File: src/rtl/mips_pkg.sv
// rtl/mips_pkg.sv - shared fetch-path types and constants
package mips_pkg;

    localparam int          WORD_BYTES = 4;
    localparam logic [31:0] NOP        = 32'h0;

    typedef enum logic [1:0] {
        IDLE,
        RUN,
        DONE
    } fetch_state_t;

    typedef struct packed {
        logic [31:0] pc;
        logic [31:0] instr;
    } fetch_entry_t;

endpackage

File: src/rtl/fetch_fifo.sv
// rtl/fetch_fifo.sv - synchronous FIFO of {pc, instr} fetch entries with flush
module fetch_fifo
    import mips_pkg::*;
#(
    parameter int DEPTH = 2,
    parameter int CW    = $clog2(DEPTH) + 1
) (
    input  logic          clk,
    input  logic          reset,
    input  logic          push,
    input  logic [31:0]   push_pc,
    input  logic [31:0]   push_instr,
    input  logic          pop,
    input  logic          flush,
    output logic [CW-1:0] count,
    output logic [31:0]   head_pc,
    output logic [31:0]   head_instr
);

    localparam int AW = $clog2(DEPTH);

    fetch_entry_t  mem_q [DEPTH];
    fetch_entry_t  mem_d [DEPTH];
    logic [AW-1:0] rd_ptr_q, rd_ptr_d;
    logic [AW-1:0] wr_ptr_q, wr_ptr_d;
    logic [CW-1:0] count_q, count_d;

    always_comb begin
        mem_d    = mem_q;
        rd_ptr_d = rd_ptr_q;
        wr_ptr_d = wr_ptr_q;
        count_d  = count_q;
        if (flush) begin
            // Dropping everything: collapse the write pointer onto the read pointer.
            wr_ptr_d = rd_ptr_q;
            count_d  = '0;
        end else begin
            if (push) begin
                mem_d[wr_ptr_q] = '{pc: push_pc, instr: push_instr};
                wr_ptr_d        = wr_ptr_q + 1'b1;
            end
            if (pop) begin
                rd_ptr_d = rd_ptr_q + 1'b1;
            end
            if (push && !pop) begin
                count_d = count_q + 1'b1;
            end else if (!push && pop) begin
                count_d = count_q - 1'b1;
            end
        end
    end

    always_ff @(posedge clk or negedge reset) begin
        if (!reset) begin
            for (int i = 0; i < DEPTH; i++) begin
                mem_q[i] <= '0;
            end
            rd_ptr_q <= '0;
            wr_ptr_q <= '0;
            count_q  <= '0;
        end else begin
            mem_q    <= mem_d;
            rd_ptr_q <= rd_ptr_d;
            wr_ptr_q <= wr_ptr_d;
            count_q  <= count_d;
        end
    end

    assign count      = count_q;
    assign head_pc    = mem_q[rd_ptr_q].pc;
    assign head_instr = mem_q[rd_ptr_q].instr;

endmodule

File: src/rtl/fetch_ctrl.sv
// rtl/fetch_ctrl.sv - PC/FSM owner feeding decode from the instruction ROM
// Optional performance counters enabled by FETCH_PERF_CNT_EN.
module fetch_ctrl
    import mips_pkg::*;
#(
    parameter logic [31:0] RESET_PC   = 32'h0,
    parameter int          ROM_BYTES  = 32,
    parameter int          FIFO_DEPTH = 2
) (
    input  logic        clk,
    input  logic        reset,
    output logic [31:0] imem_pc,
    input  logic [31:0] imem_instr,
    input  logic        redirect_valid,
    input  logic [31:0] redirect_pc,
    output logic        if_valid,
    input  logic        id_ready,
    output logic [31:0] if_pc,
    output logic [31:0] if_instr,
    output logic [31:0] if_pc_plus4,
    output logic        fetch_done,
    output logic        misalign_err
`ifdef FETCH_PERF_CNT_EN
    ,
    output logic [31:0] perf_fetched,
    output logic [31:0] perf_stall,
    output logic [31:0] perf_flush
`endif
);

    localparam int          CW        = $clog2(FIFO_DEPTH) + 1;
    localparam logic [CW-1:0] DEPTH_C = CW'(FIFO_DEPTH);
    localparam logic [31:0] ROM_LIMIT = 32'(ROM_BYTES);
    localparam logic [31:0] STEP      = 32'(WORD_BYTES);

    fetch_state_t  state_q, state_d;
    logic [31:0]   pc_q, pc_d;
    logic          misalign_q, misalign_d;
    logic          done_q, done_d;
    logic          push, pop;
    logic [31:0]   redirect_target;
    logic [CW-1:0] fifo_count;
    logic [31:0]   head_pc, head_instr;

    assign redirect_target = {redirect_pc[31:2], 2'b00};
    assign if_valid        = (fifo_count != '0) && !redirect_valid;
    assign pop             = if_valid && id_ready;
    assign push            = (state_q == RUN) && (pc_q < ROM_LIMIT) && !redirect_valid
                             && ((fifo_count < DEPTH_C) || pop);

    always_comb begin
        pc_d       = pc_q;
        state_d    = state_q;
        misalign_d = misalign_q;
        if (redirect_valid) begin
            pc_d = redirect_target;
            if (redirect_pc[1:0] != 2'b00) begin
                misalign_d = 1'b1;
            end
        end else if (push) begin
            pc_d = pc_q + STEP;
        end
        case (state_q)
            IDLE:    state_d = RUN;
            RUN:     if (pc_d >= ROM_LIMIT) state_d = DONE;
            DONE:    if (redirect_valid && (redirect_target < ROM_LIMIT)) state_d = RUN;
            default: state_d = IDLE;
        endcase
        done_d = (state_d == DONE);
    end

    always_ff @(posedge clk or negedge reset) begin
        if (!reset) begin
            state_q    <= IDLE;
            pc_q       <= RESET_PC;
            misalign_q <= 1'b0;
            done_q     <= 1'b0;
        end else begin
            state_q    <= state_d;
            pc_q       <= pc_d;
            misalign_q <= misalign_d;
            done_q     <= done_d;
        end
    end

    fetch_fifo #(
        .DEPTH (FIFO_DEPTH),
        .CW    (CW)
    ) u_fifo (
        .clk        (clk),
        .reset      (reset),
        .push       (push),
        .push_pc    (pc_q),
        .push_instr (imem_instr),
        .pop        (pop),
        .flush      (redirect_valid),
        .count      (fifo_count),
        .head_pc    (head_pc),
        .head_instr (head_instr)
    );

    assign imem_pc      = pc_q;
    assign if_pc        = head_pc;
    assign if_instr     = head_instr;
    // Gated so the output reads zero out of reset; the value is don't-care when empty.
    assign if_pc_plus4  = (fifo_count != '0) ? head_pc + STEP : 32'h0;
    assign fetch_done   = done_q;
    assign misalign_err = misalign_q;

`ifdef FETCH_PERF_CNT_EN
    logic [31:0] perf_fetched_q, perf_fetched_d;
    logic [31:0] perf_stall_q, perf_stall_d;
    logic [31:0] perf_flush_q, perf_flush_d;

    always_comb begin
        perf_fetched_d = perf_fetched_q;
        perf_stall_d   = perf_stall_q;
        perf_flush_d   = perf_flush_q;
        if (push && (perf_fetched_q != '1)) perf_fetched_d = perf_fetched_q + 1'b1;
        if (if_valid && !id_ready && (perf_stall_q != '1)) perf_stall_d = perf_stall_q + 1'b1;
        if (redirect_valid && (perf_flush_q != '1)) perf_flush_d = perf_flush_q + 1'b1;
    end

    always_ff @(posedge clk or negedge reset) begin
        if (!reset) begin
            perf_fetched_q <= '0;
            perf_stall_q   <= '0;
            perf_flush_q   <= '0;
        end else begin
            perf_fetched_q <= perf_fetched_d;
            perf_stall_q   <= perf_stall_d;
            perf_flush_q   <= perf_flush_d;
        end
    end

    assign perf_fetched = perf_fetched_q;
    assign perf_stall   = perf_stall_q;
    assign perf_flush   = perf_flush_q;
`endif

endmodule

File: config.mk
export PLATFORM = sky130hd
export DESIGN_NAME = fetch_ctrl
export DESIGN_NICKNAME = d
export VERILOG_FILES = /design/src/rtl/mips_pkg.sv /design/src/rtl/fetch_fifo.sv /design/src/rtl/fetch_ctrl.sv
export SDC_FILE = /design/constraint.sdc
export NUM_CORES = 1
export LEC_CHECK = 0
export CAP_MARGIN = 25
export CORE_MARGIN = 4
export CORE_UTILIZATION = 43
export CTS_CLUSTER_DIAMETER = 50
export CTS_CLUSTER_SIZE = 40
export DETAILED_ROUTE_END_ITERATION = 12
export PLACE_DENSITY = 0.75
export SLEW_MARGIN = 10
export SYNTH_ARGS = -nofsm -noshare
export SYNTH_HDL_FRONTEND = slang
export SYNTH_SLANG_ARGS = --single-unit
export TNS_END_PERCENT = 50
File: constraint.sdc
create_clock -name clk -period 11.5 [get_ports clk]
set_clock_uncertainty 0.2 [all_clocks]
set_input_delay 2.3 -clock clk [delete_from_list [all_inputs] [get_ports clk]]
set_output_delay 2.3 -clock clk [all_outputs]
set_load 0.01 [all_outputs]
==> results.cfg <==
[critical_path]
start_kind = flop
critPathArrivalTime_ps = 4440
r2r_cells = 6
cp.required_ps = 9000
cp_cell_sequence = buf_4 -> mux2_2 -> ha_1 -> nand4_1 -> a22oi_4 -> nand3_1 -> or4_1 -> a21oi_1 -> clkdlybuf4s50_1
critPathCaptureType = output pin
crit_fanout = 79
worst-setup-path-type = reg2out
slowest_stage = buf_4
slowest_delay_ps = 800

[synthesis]
synth_ff_type = dfrtp_1
synth_fa_ha_area_share_pct = 0.3096
yosysSeqAreaShare_pct = 52.01
synth_edf_count = 0
synth_top_family_by_area = multiplexers
ys_ff_latch = 168
netlist.area_leader.share_pct = 52.01
synth_nets = 712
syn_area_per_cell_sq_um = 12.59
syn_inst = 642
yosys.area_share.xor_xnor_pct = 1.409
postSynth.asyncResetShare_pct = 100.0
ys_top_cells_by_area = dfrtp_1, mux2_2, mux2_1
ys_warn_count = 0
synthSimpleGateAreaFrac_pct = 15.39
synth_compound_area_share_pct = 5.201
yosysTopAreaCell = dfrtp_1
muxShareOfSynthArea_pct = 22.97
synth_cell_type_count = 62
syn_area_sq_um = 8083

[place]
place_hpwl_mm = 13.25
post_dp_cell_area_sq_um = 10210
portBuffers = 198
gp_congestion = 0.7984

[clocking]
post-cts-setup-buffers = 0
clock-root-buffer = clkbuf_16
cts_tree = built
htree_levels = 4
cts_resized = 0
cts_buffer_depth = 2
numClockSinks = 168
ctsHoldBuffers = 0
cts_buffers = 17
clkTransAtPathRegs_ps = 70
clkLatencyLatePin_ps = 420

[finish]
syn_to_final_growth_pct = 33.56
n_antenna_cell = 0
mostFrequentLayoutCells = clkdlybuf4s50_1, dfrtp_1, mux2_2, mux2_1, nor2b_1
layout-drive-gt1-share_pct = 20.80
seqCellArea_sq_um = 4208
fin_nets = 903
nFillCells = 1476
design_area_sq_um = 10800
mostFrequentLayoutCell = clkdlybuf4s50_1
multiInputGateArea_sq_um = 3665

[floorplanning]
start_util_pct = 44.39
core_area_sq_um = 18210
die_w_microns = 145.1
num_rows = 49
ios = 199
die_y_microns = 145.1
dieArea_sq_um = 21050

[timing]
layout_min_cycle_time_ps = 6941
fmax_mhz = 144.1
tns_ps = 0
finalCritPeriodShare_pct = 60.36
hold_violations = 0
setup_viol = 0
worst_pin_slew_ps = 1009
finalMaxSlewViolations = 0
rsz0062_at_grt = false
relSlewSlack_pct = 32.72

[grt]
grt_pass1_vias = 6027
track_usage_pct = 18.28
grt_max_degree = 95
antenna_found_initial = 0
grt_pass1_wl_mm = 31.66
grt-ovfl-total = 0

[flow_run]
max_cap_viol_count = 0

[power_and_ir_drop]
powerDensity_nw_per_um2 = 118.4
irDropWorstVdd_uv = 90.44
p_leak_uw = 0.005010

[detailed_routing]
drt_pass1_iterations = 4
vias_per_cell = 5.322
wl_mm = 19.14
wire_per_inst_microns = 17.80
drc = 0
via_count = 5721
drt_iter0_markers = 231
postRouteAntennaNets = 0

[min_path]
min_path_cells = 1
hold_class = reg2reg

[outcome]
status = complete, no violations
synth_stat cells, drive strengths merged, types with 11 or more instances:
| library cell | instances |
|---|---|
| dfrtp | 168 |
| nand4 | 15 |
| nor2 | 23 |
| nand2 | 23 |
| buf | 25 |
| nor2b | 33 |
| and2 | 32 |
| a21oi | 16 |
| o21ai | 12 |
| nor3 | 11 |
| mux2 | 156 |
| nand3 | 15 |
logic make-up after synthesis:
group                      after synthesis
DFF                                    168
muxes                                  166
AOI/OAI and AO/OA                       55
and+or+nand+nor                        196
buffers and inverters                   42
xor gates and xnor gates                13
adders and majority gates                2
stage by stage:
step / total power [uW] / setup WS, ps / hold slack, ps / cells / util (%)
after floorplan: 674.3 / 5840 / 237.9 / 642 / -
after global placement: 745.5 / 5056 / 251.0 / 1042 / 56.08
after detailed placement: 746.8 / 4981 / 253.5 / 1042 / 56.08
after CTS: 1288 / 4498 / 269.7 / 1074 / 59.14
after global routing: 1330 / 4285 / 286.0 / 1075 / 59.29
final: 1278 / 4559 / 269.1 / 1075 / 59.29
final timing paths:
path	start	end	slack, ps
max in group asynchronous	reset	u_fifo.mem_q[45]$_DFFE_PN0P_	8270
hold / removal	state_q[0]$_DFF_PN0_	state_q[0]$_DFF_PN0_	270
min in group asynchronous	reset	u_fifo.mem_q[20]$_DFFE_PN0P_	1730
setup / recovery	u_fifo.rd_ptr_q$_DFFE_PN0P_	if_pc_plus4[26]	4560
hold reg to reg	state_q[0]$_DFF_PN0_	state_q[0]$_DFF_PN0_	270
setup reg to reg	imem_pc[17]$_DFF_PN0_	u_fifo.mem_q[73]$_DFFE_PN0P_	8040
where the power goes:
part	switching (uW)	total [uW]	internal [uW]
sequential	15.3	623	607
clock	243	543	300
combinational	47.9	113	64.7
total	306	1280	972
worst max-delay path, delay by kind of cell (launching register included):
kind	cells	cell delay, ps
buffers and inverters	2	1350
and+or+nand+nor	3	950
AOI/OAI and AO/OA	2	610
DFF	1	520
muxes	1	350
adders and majority gates	1	210
state kept, by name, summed over array words and instances, names as in the netlist:
signal	flops
u_fifo.count	2
fetch_done	1
misalign_err	1
imem_pc	32
u_fifo.rd_ptr_q	1
state_q	2
u_fifo.mem_q	128
u_fifo.wr_ptr_q	1
area by class of cell:
| type | instances | share of cell area [%] |
|---|---|---|
| multi-input cells | 432 | 33.95 |
| inverters | 10 | 0.3477 |
| flip-flops and latches | 168 | 38.98 |
| clock inverters | 13 | 1.136 |
| repair buffers | 204 | 18.93 |
| well taps | 229 | 2.654 |
| clock buffers | 19 | 4.010 |
metal layers:
layer / share of wire, % / global-route usage (%) / up-vias
met1: 45 / 23.95 / 2860
met5: 0 / 0 / -
li1: - / - / 2702
met4: 1.4 / 5.033 / 0
met3: 5.9 / 5.956 / 20
met2: 48 / 29.41 / 139
Power figures use the tool's default switching activity.
